--- src/rtl/seq_det_scheduler.sv ---
// Round-robin time-shared "1011" overlapping sequence detector for NCH serial requesters.
// Keeps per-channel detector state and saturating match counters; one bit processed per cycle.
//
// state | meaning
// S0    | no progress
// S1    | seen "1"
// S2    | seen "10"
// S3    | seen "101" (a following 1 completes a match)
module seq_det_scheduler #(
    parameter int NCH  = 4,
    parameter int IDW  = 2,
    parameter int CNTW = 8
) (
    input  logic            clk,
    input  logic            rst,
    input  logic [NCH-1:0]  req_valid,
    input  logic [NCH-1:0]  req_bit,
    output logic [NCH-1:0]  req_ready,
    input  logic [NCH-1:0]  clr_ch,
    output logic            det_valid,
    output logic [IDW-1:0]  det_id,
    output logic            det_match,
    input  logic [IDW-1:0]  rd_sel,
    output logic [CNTW-1:0] rd_cnt
);

    typedef enum logic [1:0] {S0, S1, S2, S3} det_state_t;

    det_state_t      state_tbl [NCH];
    logic [CNTW-1:0] cnt_tbl   [NCH];
    logic [IDW-1:0]  ptr;

    logic [NCH-1:0]   elig;
    logic [2*NCH-1:0] elig_dbl;
    logic [NCH-1:0]   elig_rot;
    logic             found;
    int               gsum;
    logic [IDW-1:0]   gidx;
    det_state_t       cur_state;
    det_state_t       nxt_state;
    logic             cur_bit;
    logic             match;

    // Rotate eligibility so bit 0 is the pointer's channel; lowest set bit wins.
    always_comb begin
        elig     = req_valid & ~clr_ch;
        elig_dbl = {elig, elig} >> ptr;
        elig_rot = elig_dbl[NCH-1:0];
        found    = 1'b0;
        gsum     = int'(ptr);
        for (int k = NCH - 1; k >= 0; k--) begin
            if (elig_rot[k]) begin
                found = 1'b1;
                gsum  = int'(ptr) + k;
            end
        end
        if (gsum >= NCH) gsum = gsum - NCH;
        gidx = IDW'(gsum);
        if (rst) found = 1'b0;
    end

    // Next-state logic for the single shared detector core.
    always_comb begin
        cur_state = S0;
        cur_bit   = 1'b0;
        for (int i = 0; i < NCH; i++) begin
            if (gidx == IDW'(i)) begin
                cur_state = state_tbl[i];
                cur_bit   = req_bit[i];
            end
        end
        nxt_state = cur_state;
        match     = 1'b0;
        case (cur_state)
            S0: nxt_state = cur_bit ? S1 : S0;
            S1: nxt_state = cur_bit ? S1 : S2;
            S2: nxt_state = cur_bit ? S3 : S0;
            S3: begin
                nxt_state = cur_bit ? S1 : S2;
                match     = cur_bit;
            end
            default: nxt_state = S0;
        endcase
    end

    always_comb begin
        req_ready = '0;
        rd_cnt    = '0;
        for (int i = 0; i < NCH; i++) begin
            req_ready[i] = found && (gidx == IDW'(i));
            if (rd_sel == IDW'(i)) rd_cnt = cnt_tbl[i];
        end
    end

    always_ff @(posedge clk) begin
        if (rst) begin
            for (int i = 0; i < NCH; i++) begin
                state_tbl[i] <= S0;
                cnt_tbl[i]   <= '0;
            end
            ptr       <= '0;
            det_valid <= 1'b0;
            det_id    <= '0;
            det_match <= 1'b0;
        end else begin
            for (int i = 0; i < NCH; i++) begin
                if (clr_ch[i]) begin
                    state_tbl[i] <= S0;
                    cnt_tbl[i]   <= '0;
                end else if (req_ready[i]) begin
                    state_tbl[i] <= nxt_state;
                    if (match && cnt_tbl[i] != '1) cnt_tbl[i] <= cnt_tbl[i] + 1'b1;
                end
            end
            det_valid <= found;
            if (found) begin
                det_id    <= gidx;
                det_match <= match;
                ptr       <= (gidx == IDW'(NCH - 1)) ? '0 : gidx + 1'b1;
            end
        end
    end

endmodule

--- config.mk ---
export PLATFORM = sky130hd
export DESIGN_NAME = seq_det_scheduler
export DESIGN_NICKNAME = d
export VERILOG_FILES = /design/src/rtl/seq_det_scheduler.sv
export SDC_FILE = /design/constraint.sdc
export NUM_CORES = 1
export LEC_CHECK = 0
export CORE_MARGIN = 2
export CORE_UTILIZATION = 25
export DETAILED_ROUTE_END_ITERATION = 8
export MAX_ROUTING_LAYER = met4
export PLACE_DENSITY = 0.48
export SLEW_MARGIN = 10
export SYNTH_ARGS = -nofsm -noshare
export SYNTH_HDL_FRONTEND = slang
export SYNTH_SLANG_ARGS = --single-unit
--- constraint.sdc ---
create_clock -name clk -period 3.9 [get_ports clk]
set_clock_uncertainty 0.05 [all_clocks]
set_input_delay 0.975 -clock clk [delete_from_list [all_inputs] [get_ports clk]]
set_output_delay 0.975 -clock clk [all_outputs]
set_load 0.005 [all_outputs]
==> results.py, run 1 <==
metrics = {
    "place": {
        "post-dp-hpwl_um": 5670,
        "io_buffers": 31,
        "gp_congestion": 0.891,
        "dp_cells": 478,
        "place_area_mm2": 0.00356,
    },
    "setup_path": {
        "critPathCaptureType": "flop",
        "r2r-start": "ptr[1]",
        "startpoint": "req_valid[1]",
        "critPathMaxFanout": 8,
        "worstPathRequired_ns": 3.86,
        "path_class": "input port to flop",
        "arrival_ns": 3.72,
        "cp-start-kind": "input port",
    },
    "cells_and_area": {
        "instances_no_fill": 496,
        "mostFrequentLayoutCells": "buf_4 (48), nor2_1 (44), edfxtp_1 (40)",
        "drive_gt1_share_pct": 27.2,
        "final_common_cell": "buf_4",
        "num-nets-final": 379,
        "fill_cells": 1114,
        "area_delta_synth_final_pct": 39.1,
        "fin_area_mm2": 0.00388,
        "antenna_cells": 0,
    },
    "synthesis": {
        "synth-edff-count": 40,
        "syn-num-nets": 297,
        "synth_seq_cells": 46,
        "synth_ff_type": "edfxtp_1",
        "ys_async_sr_fraction_pct": 0,
        "synthDistinctLibCells": 45,
        "synth_sequential_area_ratio_pct": 47.3,
        "syn-instance-count": 273,
        "yosysWarningCount": 0,
        "synth_area_mm2": 0.00279,
        "synth.avg_cell_area_um2": 10.2,
    },
    "global_route": {
        "grt_pass1_wl_um": 12400,
        "grt_max_degree": 14,
        "antenna_found_initial": 0,
        "track_usage_pct": 13.8,
        "grt_overflow": 0,
        "grt_pass1_vias": 2438,
    },
    "clock_network": {
        "htreeDepth": 2,
        "insertion_delay_ns": 0.29,
        "cts_tree": "done",
        "cts_max_path_buffers": 2,
        "cts_sinks": 46,
        "cts_root_buf": "clkbuf_8",
        "clk_pin_slew_ns": 0.09,
        "cts-buffers-inserted": 5,
        "holdBufCountCts": 0,
    },
    "floorplan": {
        "core-area_mm2": 0.0109,
        "die-area_mm2": 0.0120,
        "ios": 32,
        "die_y_um": 110,
        "std_cell_rows": 38,
        "die_width_um": 110,
        "initial_core_util_pct": 25.6,
    },
    "timing": {
        "min_period_over_period_pct": 96.3,
        "slew_viol_final": 0,
        "timing.slew.headroom_pct": 60.3,
        "finalSetupViolations": 0,
        "fin_crit_ns": 3.76,
        "rsz0062_at_grt": "false",
        "hold_violations": 0,
        "tightest_slew_ns": 0.593,
        "max_freq_mhz": 266,
    },
    "hold_path": {
        "hold_class": "flop to flop",
        "worstHoldStart": "det_match",
    },
    "routing": {
        "drt_first_pass_iters": 4,
        "post-route-drc-count": 0,
        "drt_wl_total_um": 7560,
        "drt-initial-drc-count": 102,
        "via_per_inst": 4.63,
        "dr_total_vias": 2296,
        "routedWlPerCell_um": 15.2,
        "antenna_left": 0,
    },
    "pwr": {
        "p_leak_nw": 1.50,
        "pwr_density_cell_mw_per_mm2": 352,
        "ir_worst_vdd_mv": 0.173,
    },
    "run_status": {
        "status": "complete, no violations",
    },
    "run": {
        "drv_cap": 0,
    },
}
-- cell families (layout without fill, tap and decap cells) --
logic type               after synthesis  count (layout)  synth area share (%)
AO/OA/AOI/OAI                         36              36                  8.43
XOR/XNOR                              24              24                  7.53
adder cells (fa/ha/maj)                8               8                  3.59
buffers and inverters                 18             101                  3.00
flip-flops                            46              46                  47.3
multiplexers                           8               8                  6.45
AND/OR/NAND/NOR                      133             133                  23.7
-- worst max-delay path, stage by stage --
cell	delay, ns
clkdlybuf4s50_1	0.46
nand2b_4	0.11
a21oi_1	0.08
o211ai_1	0.27
inv_2	0.06
buf_4	0.15
ha_4	0.15
buf_4	0.15
nand3b_1	0.15
a211o_1	0.31
nor3b_4	0.28
or3b_4	0.45
nand2_8	0.12
-- final cells by class --
cell class                      instances  area [um2]  share of cell area (%)
Clock buffer                            7        76.3                    1.97
Tap cell                              140         175                    4.51
Multi-Input combinational cell        209        1520                    39.0
Sequential cell                        46        1320                    34.0
Clock inverter                          1        30.0                   0.773
Inverter                               10        37.5                   0.966
Timing Repair Buffer                   83         728                    18.8
-- layer usage --
metal	track usage (%)	vias to the layer above	part of all wire, %
li1	-	1141	-
met1	17.9	1082	48
met2	22.5	61	46
met3	2.19	12	4.1
met4	3.71	0	1.6
met5	-	-	0
-- sequential cells by signal, indices dropped and copies added (netlist names) --
signal     flops
ptr            2
det_id         2
det_match      1
cnt_tbl       32
state_tbl      8
det_valid      1
-- stage by stage --
step	TNS [ns]	worst slack (ns)	hold WS [ns]	util (%)	power, mW
2_1_floorplan	-3.36	-0.144	0.403	-	0.776
3_3_place_gp	-21.77	-0.395	0.405	32.7	0.970
3_5_place_dp	-26.88	-0.460	0.418	32.7	0.970
4_1_cts	0	0.000761	0.431	35.0	1.36
5_1_grt	0	0.0273	0.457	35.7	1.44
6_report	0	0.143	0.425	35.7	1.37
-- cell usage after synthesis, types with 4 or more instances --
cell type | count | area [um2]
xnor2_1 | 13 | 114
edfxtp_1 | 40 | 1200
clkbuf_1 | 5 | 18.8
nor2_2 | 4 | 25.0
a21oi_1 | 8 | 40.0
nor3_1 | 7 | 35.0
and3_1 | 8 | 50.1
xor2_1 | 11 | 96.3
inv_1 | 10 | 37.5
nand3_1 | 14 | 70.1
nand2_1 | 23 | 86.3
ha_1 | 8 | 100
o21ai_0 | 12 | 60.1
mux4_2 | 8 | 180
nor2_1 | 48 | 180
nor2b_1 | 7 | 43.8
nand2b_1 | 5 | 31.3
dfxtp_1 | 6 | 120
-- worst paths after layout --
| kind | slack [ns] | end | cells after the start |
|---|---|---|---|
| hold / removal | 0.42 | det_match | 2 |
| setup / recovery | 0.14 | cnt_tbl[2][7] | 13 |
| setup reg to reg | 0.76 | cnt_tbl[2][7] | 10 |
| hold reg to reg | 0.42 | det_match | 2 |
-- timing repair --
| action | 4_1_cts | 5_1_grt |
|---|---|---|
| setup endpoints to repair | 62 | 69 |
| buffers inserted | 9 | 1 |
| resized for setup | 32 | 16 |
| pin swaps | 8 | 5 |
-- where the power goes --
group | switching [mW] | internal [mW] | total (mW) | leakage (nW)
clock network | 0.159 | 0.192 | 0.351 | 0.0524
logic | 0.190 | 0.227 | 0.417 | 0.950
registers | 0.0339 | 0.565 | 0.599 | 0.497
total | 0.382 | 0.985 | 1.37 | 1.50
No activity file was read; power rests on OpenSTA's default activity.
==> inputs of run 2 (changes only) <==
Settings changed: HOLD_SLACK_MARGIN set to 0.02, SKIP_LAST_GASP set to 1.
==> run 2 against run 1 <==
Flip-flop and latch count stayed put. Highest routed layer unchanged. Worst setup slack worse by 0.0017 ns. Utilization stayed put. Combinational power about the same. Clock power about the same. Via count fell by 0.26%. Count of clock-buffer cells in the layout did not move. Routed wire length increased by 0.11%. Critical endpoint is now cnt_tbl[2][2]. Register-to-register slack about the same. Critical path depth unchanged. Largest cell class unchanged. Sequential power hardly changed. Total power hardly changed.
==> results.py, run 2 (synthesized netlist as in run 1, its figures left out) <==
metrics = {
    "setup_path": {
        "worst-r2r-setup-slack_ns": 0.76,
        "r2r-start": "ptr[1]",
        "path_class": "input port to flop",
        "r2r_cells": 10,
        "arrival_ns": 3.72,
        "worstPathRequired_ns": 3.86,
        "cp-start-kind": "input port",
        "critPathCaptureType": "flop",
        "critPathMaxFanout": 8,
        "rr_endpoint": "cnt_tbl[2][2]",
    },
    "global_route": {
        "antenna_found_initial": 0,
        "grt_max_degree": 14,
        "grt_overflow": 0,
        "grt_pass1_wl_um": 12400,
        "track_usage_pct": 13.8,
        "grt_pass1_vias": 2443,
    },
    "timing": {
        "max_freq_mhz": 266,
        "setup_slack_ns": 0.141,
        "hold_violations": 0,
        "fin_crit_ns": 3.76,
        "timing.hold.ws_ns": 0.424,
        "finalSetupViolations": 0,
        "timing.slew.headroom_pct": 59.7,
        "slew_viol_final": 0,
        "rsz0062_at_grt": "false",
        "tightest_slew_ns": 0.603,
        "min_period_over_period_pct": 96.4,
    },
    "clock_network": {
        "htreeDepth": 2,
        "holdBufCountCts": 0,
        "cts_tree": "done",
        "clk_pin_slew_ns": 0.09,
        "cts-buffers-inserted": 5,
        "cts_sinks": 46,
        "cts_max_path_buffers": 2,
        "insertion_delay_ns": 0.29,
        "cts_root_buf": "clkbuf_8",
    },
    "pwr": {
        "pwr_density_cell_mw_per_mm2": 352,
        "p_leak_nw": 1.50,
        "ir_worst_vdd_mv": 0.173,
        "p_clk_share_pct": 25.6,
        "switching_share_pct": 27.9,
        "net-switching-power_mw": 0.381,
        "pwr-share-comb_pct": 30.6,
        "p_int_mw": 0.985,
        "seqPwrFrac_pct": 43.9,
    },
    "cells_and_area": {
        "biggestRegsByFlops": "cnt_tbl: 32 flops, state_tbl: 8 flops",
        "fill_cells": 1114,
        "mostFrequentLayoutCells": "buf_4 (48), nor2_1 (44), edfxtp_1 (40)",
        "final_common_cell": "buf_4",
        "multiInputGateArea_mm2": 0.00152,
        "area_delta_synth_final_pct": 39.1,
        "largest_reg_flops": 32,
        "fin_area_mm2": 0.00388,
        "utilization_pct": 35.7,
        "seqCellArea_mm2": 0.00132,
        "instances_no_fill": 496,
        "drive_gt1_share_pct": 27.2,
        "antenna_cells": 0,
        "largest_register": "cnt_tbl",
        "num-nets-final": 379,
    },
    "hold_path": {
        "worstHoldStart": "det_match",
        "min_to": "det_match",
        "hold_class": "flop to flop",
        "whs_path_depth": 2,
    },
    "routing": {
        "drt-initial-drc-count": 113,
        "drt_wl_total_um": 7570,
        "drt_first_pass_iters": 4,
        "dr_total_vias": 2290,
        "post-route-drc-count": 0,
        "routedWlPerCell_um": 15.3,
        "via_per_inst": 4.62,
        "antenna_left": 0,
    },
    "place": {
        "io_buffers": 31,
        "place_ws_ns": -0.460,
        "post-dp-hpwl_um": 5670,
        "place_area_mm2": 0.00356,
        "dp_cells": 478,
        "gp_congestion": 0.891,
    },
    "floorplan": {
        "die_width_um": 110,
        "initial_core_util_pct": 25.6,
        "std_cell_rows": 38,
        "core-area_mm2": 0.0109,
        "die-area_mm2": 0.0120,
        "ios": 32,
        "die_y_um": 110,
    },
    "run_status": {
        "status": "complete, no violations",
    },
    "run": {
        "drv_cap": 0,
    },
}
==> run 2: power by group through the flow <==
stage	clock network [mW]	logic (mW)	registers [mW]
5_1_grt	0.384	0.454	0.604
2_1_floorplan	0	0.182	0.594
3_5_place_dp	0	0.361	0.610
3_3_place_gp	0	0.361	0.609
6_report	0.349	0.418	0.599
4_1_cts	0.364	0.402	0.598
==> run 2: critical path: stages <==
cell,delay [ns]
clkdlybuf4s50_1,0.46
nand2b_4,0.11
a21oi_1,0.08
o211ai_1,0.26
inv_2,0.06
buf_4,0.15
ha_4,0.15
buf_4,0.15
nand3b_1,0.15
a211o_1,0.31
nor3b_4,0.28
or3b_4,0.45
nand2_8,0.12
==> run 2: worst max path at each step <==
stage / slack (ns) / start / endpoint
after CTS: -0.02 / req_valid[3] / cnt_tbl[2][4]
after detailed placement: -0.46 / clr_ch[2] / cnt_tbl[2][0]
after floorplan: -0.14 / req_valid[3] / cnt_tbl[0][0]
after global routing: 0.03 / req_valid[1] / cnt_tbl[2][3]
after global placement: -0.39 / req_valid[3] / req_ready[3]
final: 0.14 / req_valid[1] / cnt_tbl[2][2]
==> run 2: per-layer routing <==
layer	track usage, %	vias up	share of wire, %
met3	2.19	12	4.3
met4	3.71	0	1.6
met5	-	-	0
li1	-	1140	-
met2	22.5	62	46
met1	17.9	1076	48
==> run 2: final cells by class <==
class	count	share of cell area, %
Clock buffer	7	1.97
Clock inverter	1	0.773
Inverter	10	0.966
Multi-Input combinational cell	209	39.0
Sequential cell	46	34.0
Tap cell	140	4.51
Timing Repair Buffer	83	18.8
==> run 2: through the flow <==
step           power, mW  TNS [ns]
4_1_cts             1.36    -0.127
6_report            1.37         0
2_1_floorplan      0.776     -3.36
3_5_place_dp       0.970    -26.88
3_3_place_gp       0.970    -21.77
5_1_grt             1.44         0
==> run 2: what timing repair did <==
item / CTS / global route
gates resized for setup: 31 / 17
setup endpoints to repair: 62 / 69
buffers inserted: 9 / 1
pin swaps: 8 / 5
==> inputs of run 3 (changes only) <==
Settings changed: CAP_MARGIN set to 20, CORE_MARGIN 2 to 10.
==> run 3 against run 2 <==
Flip-flop and latch count unchanged. Worst hold slack worse by 0.016 ns. Combinational power up 4%. Sequential power about the same. First-iteration DRC count up 46%. Maximum frequency down 2.7%. Register-to-register slack worse by 0.18 ns. Worst setup slack worse by 0.11 ns.
==> results.py, run 3 (synthesized netlist as in run 1, its figures left out) <==
metrics = {
    "place": {
        "dp_cells": 478,
        "post-dp-hpwl_um": 5970,
        "io_buffers": 31,
        "gp_congestion": 0.856,
    },
    "clock_network": {
        "clk_pin_slew_ns": 0.09,
        "cts-buffers-inserted": 5,
        "htreeDepth": 2,
        "cts_tree": "done",
        "cts_root_buf": "clkbuf_8",
        "insertion_delay_ns": 0.30,
        "cts_sinks": 46,
        "cts_max_path_buffers": 2,
    },
    "floorplan": {
        "die_y_um": 126,
        "ios": 32,
        "die_width_um": 126,
        "std_cell_rows": 38,
        "core-area_mm2": 0.0109,
        "initial_core_util_pct": 25.6,
        "die-area_mm2": 0.0158,
    },
    "pwr": {
        "pwr_density_cell_mw_per_mm2": 339,
        "p_total_mw": 1.33,
        "ir_worst_vdd_mv": 0.132,
        "p_leak_nw": 1.56,
    },
    "timing": {
        "hold_violations": 0,
        "fin_tns_setup_ns": 0,
        "tightest_slew_ns": 0.637,
        "timing.slew.headroom_pct": 57.4,
        "rsz0062_at_grt": "true",
        "fin_crit_ns": 3.87,
        "slew_viol_final": 0,
        "finalSetupViolations": 0,
        "min_period_over_period_pct": 99.1,
        "max_freq_mhz": 259,
    },
    "cells_and_area": {
        "largest_register": "cnt_tbl",
        "mostFrequentLayoutCells": "buf_4 (64), nor2_1 (46), edfxtp_1 (40)",
        "largest_reg_flops": 32,
        "antenna_cells": 0,
        "final_common_cell": "buf_4",
        "drive_gt1_share_pct": 29.5,
        "area_delta_synth_final_pct": 40.9,
        "biggestRegsByFlops": "cnt_tbl: 32 flops, state_tbl: 8 flops",
        "instances_no_fill": 509,
        "utilization_pct": 36.1,
        "num-nets-final": 392,
    },
    "setup_path": {
        "arrival_ns": 4.02,
        "cp-start-kind": "input port",
        "r2r-start": "ptr[1]",
        "critPathMaxFanout": 3,
        "startpoint": "req_valid[1]",
        "critPathCaptureType": "flop",
        "cp_cell_sequence": "clkdlybuf4s50_1 > nor2b_2 > a21oi_2 > buf_4 > buf_4 > buf_4 > buf_4 > buf_4 > buf_4 > buf_4 > buf_4 > buf_4 > buf_4 > buf_4 > buf_4 > buf_4 > buf_4 > buf_4 > buf_4 > o31a_1",
        "cp_top_family": "buffers and inverters",
        "cpMaxStageDelayCell": "clkdlybuf4s50_1",
        "path_buf_inv": 17,
        "crit_path_frequent_cell": "buf_4",
        "slowest_delay_ns": 0.53,
        "path_class": "input port to flop",
        "worstPathRequired_ns": 4.05,
    },
    "run_status": {
        "status": "complete, no violations",
    },
    "run": {
        "drv_cap": 0,
    },
    "global_route": {
        "track_usage_pct": 10.4,
        "grt_max_degree": 15,
        "grt_overflow": 0,
        "antenna_found_initial": 0,
        "grt_pass1_wl_um": 13100,
        "grt_pass1_vias": 2428,
    },
    "routing": {
        "routedWlPerCell_um": 16.0,
        "drt_first_pass_iters": 4,
        "post-route-drc-count": 0,
        "drt-initial-drc-count": 165,
        "drt_wl_total_um": 8160,
        "dr_total_vias": 2352,
        "via_per_inst": 4.62,
        "antenna_left": 0,
    },
    "hold_path": {
        "hold_class": "flop to flop",
        "worstHoldStart": "det_match",
    },
}
[run 3: per-stage QoR]
step | hold slack [ns] | instance area [um2] | worst slack, ns
6_report | 0.409 | 3930 | 0.0349
5_1_grt | 0.452 | 3930 | -0.0294
4_1_cts | 0.410 | 3820 | -0.0837
3_5_place_dp | 0.397 | 3550 | -0.427
3_3_place_gp | 0.399 | 3550 | -0.419
2_1_floorplan | 0.403 | 2790 | -0.144
[run 3: area by class of cell]
class	instances	area [um2]
tap	140	175
inverter	10	37.5
multi-input combinational	209	1500
sequential	46	1320
clock buffer	5	68.8
timing repair buffer	96	813
fill	1094	6950
clock inverter	3	16.3
[run 3: worst paths after layout]
kind          endpoint  slack [ns]  cells past startpoint
max          det_id[1]        0.03                     20
min          det_match        0.41                      2
max reg2reg  det_id[1]        0.58                     20
min reg2reg  det_match        0.41                      2
[run 3: layer usage]
layer	track usage, %	wire length [um]	vias up
met1	13.2	3920	1116
met2	16.1	3750	55
met4	3.25	133	0
li1	-	-	1171
met3	2.43	361	10
met5	-	0	-
[run 3: timing repair]
action	CTS	global route
buffers inserted	18	5
hold endpoints to repair	0	0
endpoints found under the setup margin	55	63
resized for setup	18	21
pin swaps	5	5
hold buffers	0	0
[run 3: where the power goes]
part / internal [mW] / switching (mW) / total, mW / leakage, nW
clock network: 0.123 / 0.177 / 0.300 / 0.0416
logic: 0.241 / 0.194 / 0.435 / 1.02
registers: 0.565 / 0.0337 / 0.599 / 0.497
[run 3: worst min-delay path: stages, from the launching register on]
cell	delay, ns
dfxtp_1	0.32
nand2_1	0.05
a21oi_1	0.05
